### src/rtl/wb_write_ctrl_pkg.sv
// rtl/wb_write_ctrl_pkg.sv - shared widths, constants and queue entry type for wb_write_ctrl
package wb_write_ctrl_pkg;

  localparam int WB_DATA_W = 32;
  localparam int WB_ADDR_W = 5;
  localparam int WB_DEPTH  = 4;

  localparam logic [WB_DATA_W-1:0] ZERO_WORD = '0;
  localparam logic WE_ON  = 1'b1;
  localparam logic WE_OFF = 1'b0;
  localparam logic RE_ON  = 1'b1;
  localparam logic RE_OFF = 1'b0;

  typedef struct packed {
    logic                 valid;
    logic [WB_ADDR_W-1:0] waddr;
    logic [WB_DATA_W-1:0] wdata;
  } wb_entry_t;

endpackage

### src/rtl/wb_write_ctrl_queue.sv
// rtl/wb_write_ctrl_queue.sv - circular write-back queue with per-entry valid and squash-by-address
module wb_write_ctrl_queue
  import wb_write_ctrl_pkg::*;
#(
  parameter int DATA_W = WB_DATA_W,
  parameter int ADDR_W = WB_ADDR_W,
  parameter int DEPTH  = WB_DEPTH,
  localparam int PTR_W = $clog2(DEPTH),
  localparam int CNT_W = $clog2(DEPTH) + 1
) (
  input  logic              clk,
  input  logic              rst,
  input  logic              i_push,
  input  logic [ADDR_W-1:0] i_push_waddr,
  input  logic [DATA_W-1:0] i_push_wdata,
  input  logic              i_pop,
  input  logic              i_squash,
  input  logic [ADDR_W-1:0] i_squash_waddr,
  output logic              o_head_valid,
  output logic [ADDR_W-1:0] o_head_waddr,
  output logic [DATA_W-1:0] o_head_wdata,
  output logic [CNT_W-1:0]  o_count,
  output logic [DEPTH-1:0]  o_valid,
  output logic [ADDR_W-1:0] o_waddr [DEPTH]
);

  logic [PTR_W-1:0]  r_head;
  logic [PTR_W-1:0]  r_tail;
  logic [CNT_W-1:0]  r_count;
  logic [DEPTH-1:0]  r_valid;
  logic [ADDR_W-1:0] r_waddr [DEPTH];
  logic [DATA_W-1:0] r_wdata [DEPTH];

  // Unoccupied slots always hold valid=0, so the valid vector alone answers "owed" queries.
  // Push is last so a same-cycle younger entry survives a squash of its own address.
  always_ff @(posedge clk) begin
    if (rst) begin
      r_head  <= '0;
      r_tail  <= '0;
      r_count <= '0;
      r_valid <= '0;
    end else begin
      for (int i = 0; i < DEPTH; i++) begin
        if (i_squash && (r_waddr[i] == i_squash_waddr)) begin
          r_valid[i] <= WE_OFF;
        end
      end
      if (i_pop) begin
        r_valid[r_head] <= WE_OFF;
        r_head          <= r_head + PTR_W'(1);
      end
      if (i_push) begin
        r_valid[r_tail] <= WE_ON;
        r_waddr[r_tail] <= i_push_waddr;
        r_wdata[r_tail] <= i_push_wdata;
        r_tail          <= r_tail + PTR_W'(1);
      end
      case ({i_push, i_pop})
        2'b10:   r_count <= r_count + CNT_W'(1);
        2'b01:   r_count <= r_count - CNT_W'(1);
        default: r_count <= r_count;
      endcase
    end
  end

  assign o_head_valid = r_valid[r_head];
  assign o_head_waddr = r_waddr[r_head];
  assign o_head_wdata = r_wdata[r_head];
  assign o_count      = r_count;
  assign o_valid      = r_valid;
  assign o_waddr      = r_waddr;

endmodule

### src/rtl/wb_write_ctrl.sv
// rtl/wb_write_ctrl.sv - regfile write-port arbiter: pipeline write-back over queued long-latency results
module wb_write_ctrl
  import wb_write_ctrl_pkg::*;
#(
  parameter int DATA_W = WB_DATA_W,
  parameter int ADDR_W = WB_ADDR_W,
  parameter int DEPTH  = WB_DEPTH,
  localparam int CNT_W = $clog2(DEPTH) + 1
) (
  input  logic              clk,
  input  logic              rst,
  input  logic              i_pipe_we,
  input  logic [ADDR_W-1:0] i_pipe_waddr,
  input  logic [DATA_W-1:0] i_pipe_wdata,
  input  logic              i_lu_valid,
  output logic              o_lu_ready,
  input  logic [ADDR_W-1:0] i_lu_waddr,
  input  logic [DATA_W-1:0] i_lu_wdata,
  input  logic [ADDR_W-1:0] i_qaddr1,
  input  logic [ADDR_W-1:0] i_qaddr2,
  output logic              o_qpend1,
  output logic              o_qpend2,
  output logic              o_rf_we,
  output logic [ADDR_W-1:0] o_rf_waddr,
  output logic [DATA_W-1:0] o_rf_wdata,
  output logic [CNT_W-1:0]  o_q_count,
  output logic              o_idle
);

  logic              w_pipe_wr;
  logic              w_push;
  logic              w_pop;
  logic              w_head_valid;
  logic [ADDR_W-1:0] w_head_waddr;
  logic [DATA_W-1:0] w_head_wdata;
  logic [CNT_W-1:0]  w_count;
  logic [DEPTH-1:0]  w_valid;
  logic [ADDR_W-1:0] w_waddr [DEPTH];

  assign w_pipe_wr  = !rst && i_pipe_we && (i_pipe_waddr != '0);
  assign o_lu_ready = !rst && (w_count < CNT_W'(DEPTH));
  assign w_push     = i_lu_valid && o_lu_ready && (i_lu_waddr != '0);
  assign o_q_count  = rst ? '0 : w_count;
  assign o_idle     = (o_q_count == '0);

  wb_write_ctrl_queue #(
    .DATA_W (DATA_W),
    .ADDR_W (ADDR_W),
    .DEPTH  (DEPTH)
  ) u_queue (
    .clk            (clk),
    .rst            (rst),
    .i_push         (w_push),
    .i_push_waddr   (i_lu_waddr),
    .i_push_wdata   (i_lu_wdata),
    .i_pop          (w_pop),
    .i_squash       (w_pipe_wr),
    .i_squash_waddr (i_pipe_waddr),
    .o_head_valid   (w_head_valid),
    .o_head_waddr   (w_head_waddr),
    .o_head_wdata   (w_head_wdata),
    .o_count        (w_count),
    .o_valid        (w_valid),
    .o_waddr        (w_waddr)
  );

  // A squashed head is discarded even when the pipeline owns the port.
  always_comb begin
    o_rf_we    = WE_OFF;
    o_rf_waddr = '0;
    o_rf_wdata = '0;
    w_pop      = 1'b0;
    if (!rst) begin
      if (w_pipe_wr) begin
        o_rf_we    = WE_ON;
        o_rf_waddr = i_pipe_waddr;
        o_rf_wdata = i_pipe_wdata;
      end else if (w_head_valid) begin
        o_rf_we    = WE_ON;
        o_rf_waddr = w_head_waddr;
        o_rf_wdata = w_head_wdata;
      end
      w_pop = (w_count != '0) && (!w_head_valid || !w_pipe_wr);
    end
  end

  always_comb begin
    o_qpend1 = 1'b0;
    o_qpend2 = 1'b0;
    for (int i = 0; i < DEPTH; i++) begin
      if (w_valid[i] && (w_waddr[i] == i_qaddr1)) o_qpend1 = 1'b1;
      if (w_valid[i] && (w_waddr[i] == i_qaddr2)) o_qpend2 = 1'b1;
    end
    if (rst || (i_qaddr1 == '0)) o_qpend1 = 1'b0;
    if (rst || (i_qaddr2 == '0)) o_qpend2 = 1'b0;
  end

endmodule

### config.mk
export PLATFORM = sky130hd
export DESIGN_NAME = wb_write_ctrl
export DESIGN_NICKNAME = d
export VERILOG_FILES = /design/src/rtl/wb_write_ctrl_pkg.sv /design/src/rtl/wb_write_ctrl_queue.sv /design/src/rtl/wb_write_ctrl.sv
export SDC_FILE = /design/constraint.sdc
export NUM_CORES = 1
export LEC_CHECK = 0
export ABC_AREA = 1
export BUFFER_PORTS_ARGS = -buffer_cell sky130_fd_sc_hd__buf_2
export CELL_PAD_IN_SITES_DETAIL_PLACEMENT = 0
export CELL_PAD_IN_SITES_GLOBAL_PLACEMENT = 1
export CORE_MARGIN = 5
export CORE_UTILIZATION = 40
export CTS_CLUSTER_SIZE = 10
export DETAILED_ROUTE_END_ITERATION = 7
export GPL_TIMING_DRIVEN = 0
export PLACE_DENSITY_LB_ADDON = 0.12
export SLEW_MARGIN = 30
export SYNTH_ARGS = -nofsm -noshare
export SYNTH_HDL_FRONTEND = slang
export SYNTH_SLANG_ARGS = --single-unit
### constraint.sdc
create_clock -name clk -period 2.9 [get_ports clk]
set_input_delay 0.435 -clock clk [delete_from_list [all_inputs] [get_ports clk]]
set_output_delay 0.435 -clock clk [all_outputs]
set_load 0.01 [all_outputs]
## Yosys cells after proc, flatten, opt, wreduce, memory -nomap -nowiden

Memory sizes are Yosys's and may differ from the RTL's. A register that Yosys moved wholly into a read port is not among the register bits.
Cells that the tools add are included.

- Register bits: 31
- Memories kept: 1
- Logic and storage cells: 126
- Bits of input ports: 88
- Bits in writable memories: 128

Memory list:

| memory | words | width | read ports | clocked after Yosys merged registers in | write ports | line | RTL |
|---|---|---|---|---|---|---|---|
| u_queue.r_wdata | 4 | 32 | 1 | 1 | 1 | wb_write_ctrl_queue.sv:32 | `logic [DATA_W-1:0] r_wdata [DEPTH];` |

- Add/sub/neg operators: 4
- Magnitude comparators: 8
- Muxes and demuxes: 50
- Equality and inequality tests: 14
- Bitwise gates (word level): 6
- Reduce and logical (&&, ||, !) cells: 35

Operators by type and width:

| cell | count |
|---|---|
| $mux 32 | 3 |
| $eq 5x5->1 | 12 |
| $mux 5 | 6 |
| $mux 1 | 28 |
| $logic_and 1x1->1 | 21 |
| $bwmux 20 | 1 |
| $mux 4 | 3 |
| $bmux 5 s2 | 1 |
| $demux 5 s2 | 1 |
| $logic_not 5->1 | 2 |
| $reduce_bool 5->1 | 2 |
| $ge 3x3->1 const B | 2 |
| $lt 2x3->1 const B | 2 |
| $not 2->3 | 2 |
| $pmux 3 s2 | 1 |
| $add 2x1->2 const B | 2 |
| $and 4x4->4 | 1 |
| $demux 1 s2 | 2 |
| $ge 2x1->1 const B | 2 |
| $mux 2 | 2 |
| $not 4->4 | 1 |
| $or 4x4->4 | 1 |
| $add 3x1->3 const B | 1 |
| $logic_not 1->1 | 3 |
| other kinds (13) | 15 |

## Depth between registers and ports, before layout

- Depth after elaboration: 11
- Depth in mapped cells: 15
- Mapped depth without buffers: 15

## Modules after synthesis

Synthesis repeated with hierarchy kept, for this count alone.

- Cell total of the unflattened synthesis: 887
- Area total of the unflattened synthesis: 8265.4 um^2

By module, submodules not included:

| module | cells each | times used | area an instance (um^2) |
|---|---|---|---|
| wb_write_ctrl_queue | 543 | 1 | 6572.6 |
| wb_write_ctrl | 344 | 1 | 1692.9 |

## Worst setup path after synthesis

Ideal clock, no wire load.

- Path type: input -> register
- Start point: input port i_pipe_waddr[4]
- End point: register u_queue.r_count[2] (netlist: u_queue.o_count[2])
- Path slack: 0.620 ns
- Setup time: 0.128 ns
- Stages: 15
- Arrival time: 2.152 ns
- Required time: 2.772 ns
- Path through: buf_4 nor2_2 nand3_2 nand2_4 inv_2 nand2_2 nand2_2 inv_1 ha_1 inv_1 fa_1 a21oi_1 o21ai_0 xor2_1 nor2_1

- Word-level cells in the longest chain between the ends: 8

Ends and longest elaborated chain:

| item | line | RTL |
|---|---|---|
| start, declared | wb_write_ctrl.sv:13 | `input logic [ADDR_W-1:0] i_pipe_waddr,` |
| $reduce_bool 5->1 * | wb_write_ctrl.sv:40 | `assign w_pipe_wr = !rst && i_pipe_we && (i_pipe_waddr != '0);` |
| $logic_and 1x1->1 * | wb_write_ctrl.sv:40 |  |
| $logic_not 1->1 * | wb_write_ctrl.sv:83 | `w_pop = (w_count != '0) && (!w_head_valid \|\| !w_pipe_wr);` |
| $logic_or 1x1->1 * | wb_write_ctrl.sv:83 |  |
| $logic_and 1x1->1 * | wb_write_ctrl.sv:83 |  |
| $mux 1 * | wb_write_ctrl.sv:73 | `if (!rst) begin` |
| $eq 2x1->1 or $eq 2x2->1 (tied branches) | wb_write_ctrl_queue.sv:58 | `case ({i_push, i_pop})` |
| $pmux 3 s2 or $reduce_bool 2->1 (tied branches) | n/a |  |
| end signal, assigned | wb_write_ctrl_queue.sv:59 | `2'b10: r_count <= r_count + CNT_W'(1);` |
| end signal, assigned | wb_write_ctrl_queue.sv:60 | `2'b01: r_count <= r_count - CNT_W'(1);` |
| end signal, assigned | wb_write_ctrl_queue.sv:61 | `default: r_count <= r_count;` |
| end, declared | wb_write_ctrl_queue.sv:29 | `logic [CNT_W-1:0] r_count;` |

Every way passes the cells marked *; elsewhere a longest branch is shown, timed or not.
A chain may end at the register's enable or synchronous reset.

==> flow_metrics.env <==
export IMPL_place_inst=1164
export IMPL_grt_max_degree=38
export IMPL_drc=0
export IMPL_finalClockSkew_ns=0.0130
export IMPL_regArea_sq_um=4700
export IMPL_drtPass1Iterations=5
export IMPL_avgSynthCellArea_sq_um=10.1
export IMPL_drt_wirelength_per_cell_um=19.1
export IMPL_synthFlopType="edfxtp_1"
export IMPL_floorplan_initialDensity_pct=40.4
export IMPL_post_synth_top_area_cell="edfxtp_1"
export IMPL_cts_setup_buffers=0
export IMPL_final_min_clock_period_ns=2.65
export IMPL_relSlewSlack_pct=42.7
export IMPL_final_common_cell="edfxtp_1"
export IMPL_die_y_um=150
export IMPL_holdCritPathClass="in -> reg"
export IMPL_die_w_um=150
export IMPL_setup_viol=0
export IMPL_num_antenna_cells=0
export IMPL_drt_initial_drc_count=315
export IMPL_holdBufCountCts=0
export IMPL_synthTopCellsByArea="edfxtp_1 57%, nor2_1 6.5%, nand2_1 6.1%"
export IMPL_routabilityCongestion=0.899
export IMPL_synth_xor_area_share_pct=2.24
export IMPL_synth_fp_nets=870
export IMPL_layout_common_cells="148 x edfxtp_1, 143 x buf_2, 135 x nor2_1"
export IMPL_rsz0062_at_grt="no"
export IMPL_coreArea_sq_um=19300
export IMPL_critPathKind="reg -> out"
export IMPL_num_vias=6272
export IMPL_synth_compound_area_share_pct=14.7
export IMPL_powerDensity_nw_per_um2=721
export IMPL_tritoncts="built"
export IMPL_synth_fa_ha_area_share_pct=1.70
export IMPL_fin_crit_sh_pct=91.4
export IMPL_cts_sinks=161
export IMPL_cp_start_kind="register"
export IMPL_syn_area_sq_um=7820
export IMPL_fin_total_pwr_mw=6.76
export IMPL_num_fill_cells=1813
export IMPL_cts_max_level=4
export IMPL_cp_slowest_stage_delay_ns=0.51
export IMPL_synth_top_area_share_pct=56.9
export IMPL_synth_sequential_area_ratio_pct=60.2
export IMPL_p_leak_nw=3.59
export IMPL_synth_cells=772
export IMPL_synthMuxAreaShare_pct=0
export IMPL_port_buffer_count=127
export IMPL_drt_total_wl_mm=22.8
export IMPL_overflow=0
export IMPL_multi_input_area_sq_um=2670
export IMPL_fmax_mhz=377
export IMPL_synth_top_family_by_area="simple AND/OR/NAND/NOR gates"
export IMPL_synthArstFlopShare_pct=0
export IMPL_path_buf_inv=4
export IMPL_root_buffer="clkbuf_16"
export IMPL_rows=51
export IMPL_synth_cell_type_count=37
export IMPL_grt_use_total_pct=20.9
export IMPL_nets=1016
export IMPL_pre_cts_slack_ns=0.212
export IMPL_first_global_vias=6560
export IMPL_tightest_slew_ns=0.860
export IMPL_required_ns=2.47
export IMPL_maxCapViolCount=0
export IMPL_ys_ff_latch=161
export IMPL_slew_viol_final=0
export IMPL_drtAntennaViolNets=0
export IMPL_drive_above_1_share_pct=24.6
export IMPL_path_cells="buf_4, clkinv_2, clkbuf_1, nor2_1, o32ai_1, nand2_1, a21oi_1, buf_2"
export IMPL_setup_slack_ns=0.250
export IMPL_grt_busiest_layer="met2"
export IMPL_arrival_ns=2.21
export IMPL_yosysWarnings=0
export IMPL_dieArea_sq_um=22400
export IMPL_fin_cells=1196
export IMPL_synth_edf_count=148
export IMPL_clk_latency_ns=0.42
export IMPL_worst_path_max_delay_cell="clkbuf_1"
export IMPL_clk_pin_slew_ns=0.07
export IMPL_antenna_found_initial=0
export IMPL_grt_first_pass_wirelength_mm=35.7
export IMPL_grt_use_met2_pct=35.1
export IMPL_synth_simple_gate_area_share_pct=15.6
export IMPL_hold_viol=0
export IMPL_grtUsageMet3_pct=3.63
export IMPL_path_delay_family="buffers and inverters"
export IMPL_avgViaCountPerCell=5.24
export IMPL_dp_hpwl_mm=15.6
export IMPL_setup_worst_path_end_class="primary output"
export IMPL_cts_inserted_buffers=17
export IMPL_clock_path_buffers=2
export IMPL_grtUsageMet1_pct=27.1
export IMPL_area_growth_pct=20.0
export IMPL_critPathMaxFanout=10
export IMPL_ios=133
export IMPL_outcome="finished, final reports clean"
export IMPL_ir_worst_vdd_v=0.000430
export IMPL_post_cts_resized=0
==> cells in the mapped netlist (9+ instances only) <==
cell type and instances:
edfxtp_1 148, nor2_1 135, nand2_1 127, inv_1 55
o21ai_0 54, a21oi_1 49, o32ai_1 32, a21oi_2 22
o22ai_1 18, buf_2 16, clkbuf_1 14, nand3_1 14
dfxtp_1 13, nand2_2 13, xor2_1 11, ha_1 9
xnor2_1 9
==> cell type report <==
cell class	instances	share of cell area, %
Inverter	60	2.55
Buffer	38	2.27
Tap cell	265	3.53
Sequential cell	161	50.2
Clock buffer	18	4.58
Clock inverter	14	1.67
Timing Repair Buffer	127	6.78
Multi-Input combinational cell	513	28.5
==> kinds of logic after synthesis <==
| family | after synthesis |
|---|---|
| adders and majority gates | 10 |
| and+or+nand+nor | 301 |
| AOI/OAI and AO/OA | 182 |
| xor gates and xnor gates | 20 |
| DFF | 161 |
| buffers and inverters | 98 |
==> path summary, 6_finish.rpt <==
path	depth (start not counted)	end	from	slack, ns
max	8	o_rf_wdata[30]	register	0.25
min	1	u_queue.r_wdata[0][8]$_DFFE_PP_	i_lu_wdata[8]	0.22
max reg2reg	13	u_queue.o_count[2]$_SDFFE_PP0P_	u_queue.r_head[1]$_SDFFE_PP0N_	0.35
min reg2reg	1	u_queue.r_tail[0]$_SDFFE_PP0N_	u_queue.r_tail[0]$_SDFFE_PP0N_	0.50
==> stage by stage <==
stage | area (sq um) | setup TNS [ns] | utilization [%] | hold WS (ns)
after floorplan | 7820 | 0 | - | 0.459
after global placement | 8780 | -14.39 | 45.4 | 0.473
after detailed placement | 8790 | 0 | 45.5 | 0.492
after CTS | 9380 | 0 | 48.5 | 0.205
after global routing | 9380 | 0 | 48.5 | 0.203
final | 9380 | 0 | 48.5 | 0.218
==> registers in the layout (all words and copies together), names as in the netlist, named ones only <==
signal and cells:
u_queue.r_wdata 128, u_queue.o_waddr 20, u_queue.o_valid 4, u_queue.o_count 3
u_queue.r_head 2, u_queue.r_tail 2
==> power by group <==
part | switching, mW | total (mW) | internal (mW)
combinational | 1.19 | 1.79 | 0.601
clock | 0.942 | 2.22 | 1.28
sequential | 0.0843 | 2.75 | 2.66
total | 2.21 | 6.76 | 4.55
==> per-layer routing <==
metal	up-vias	wire (um)
met3	43	1260
li1	2988	-
met1	3028	9930
met2	213	11100
met5	-	0
met4	0	549
Note: power is estimated with default switching activity, not from simulation.
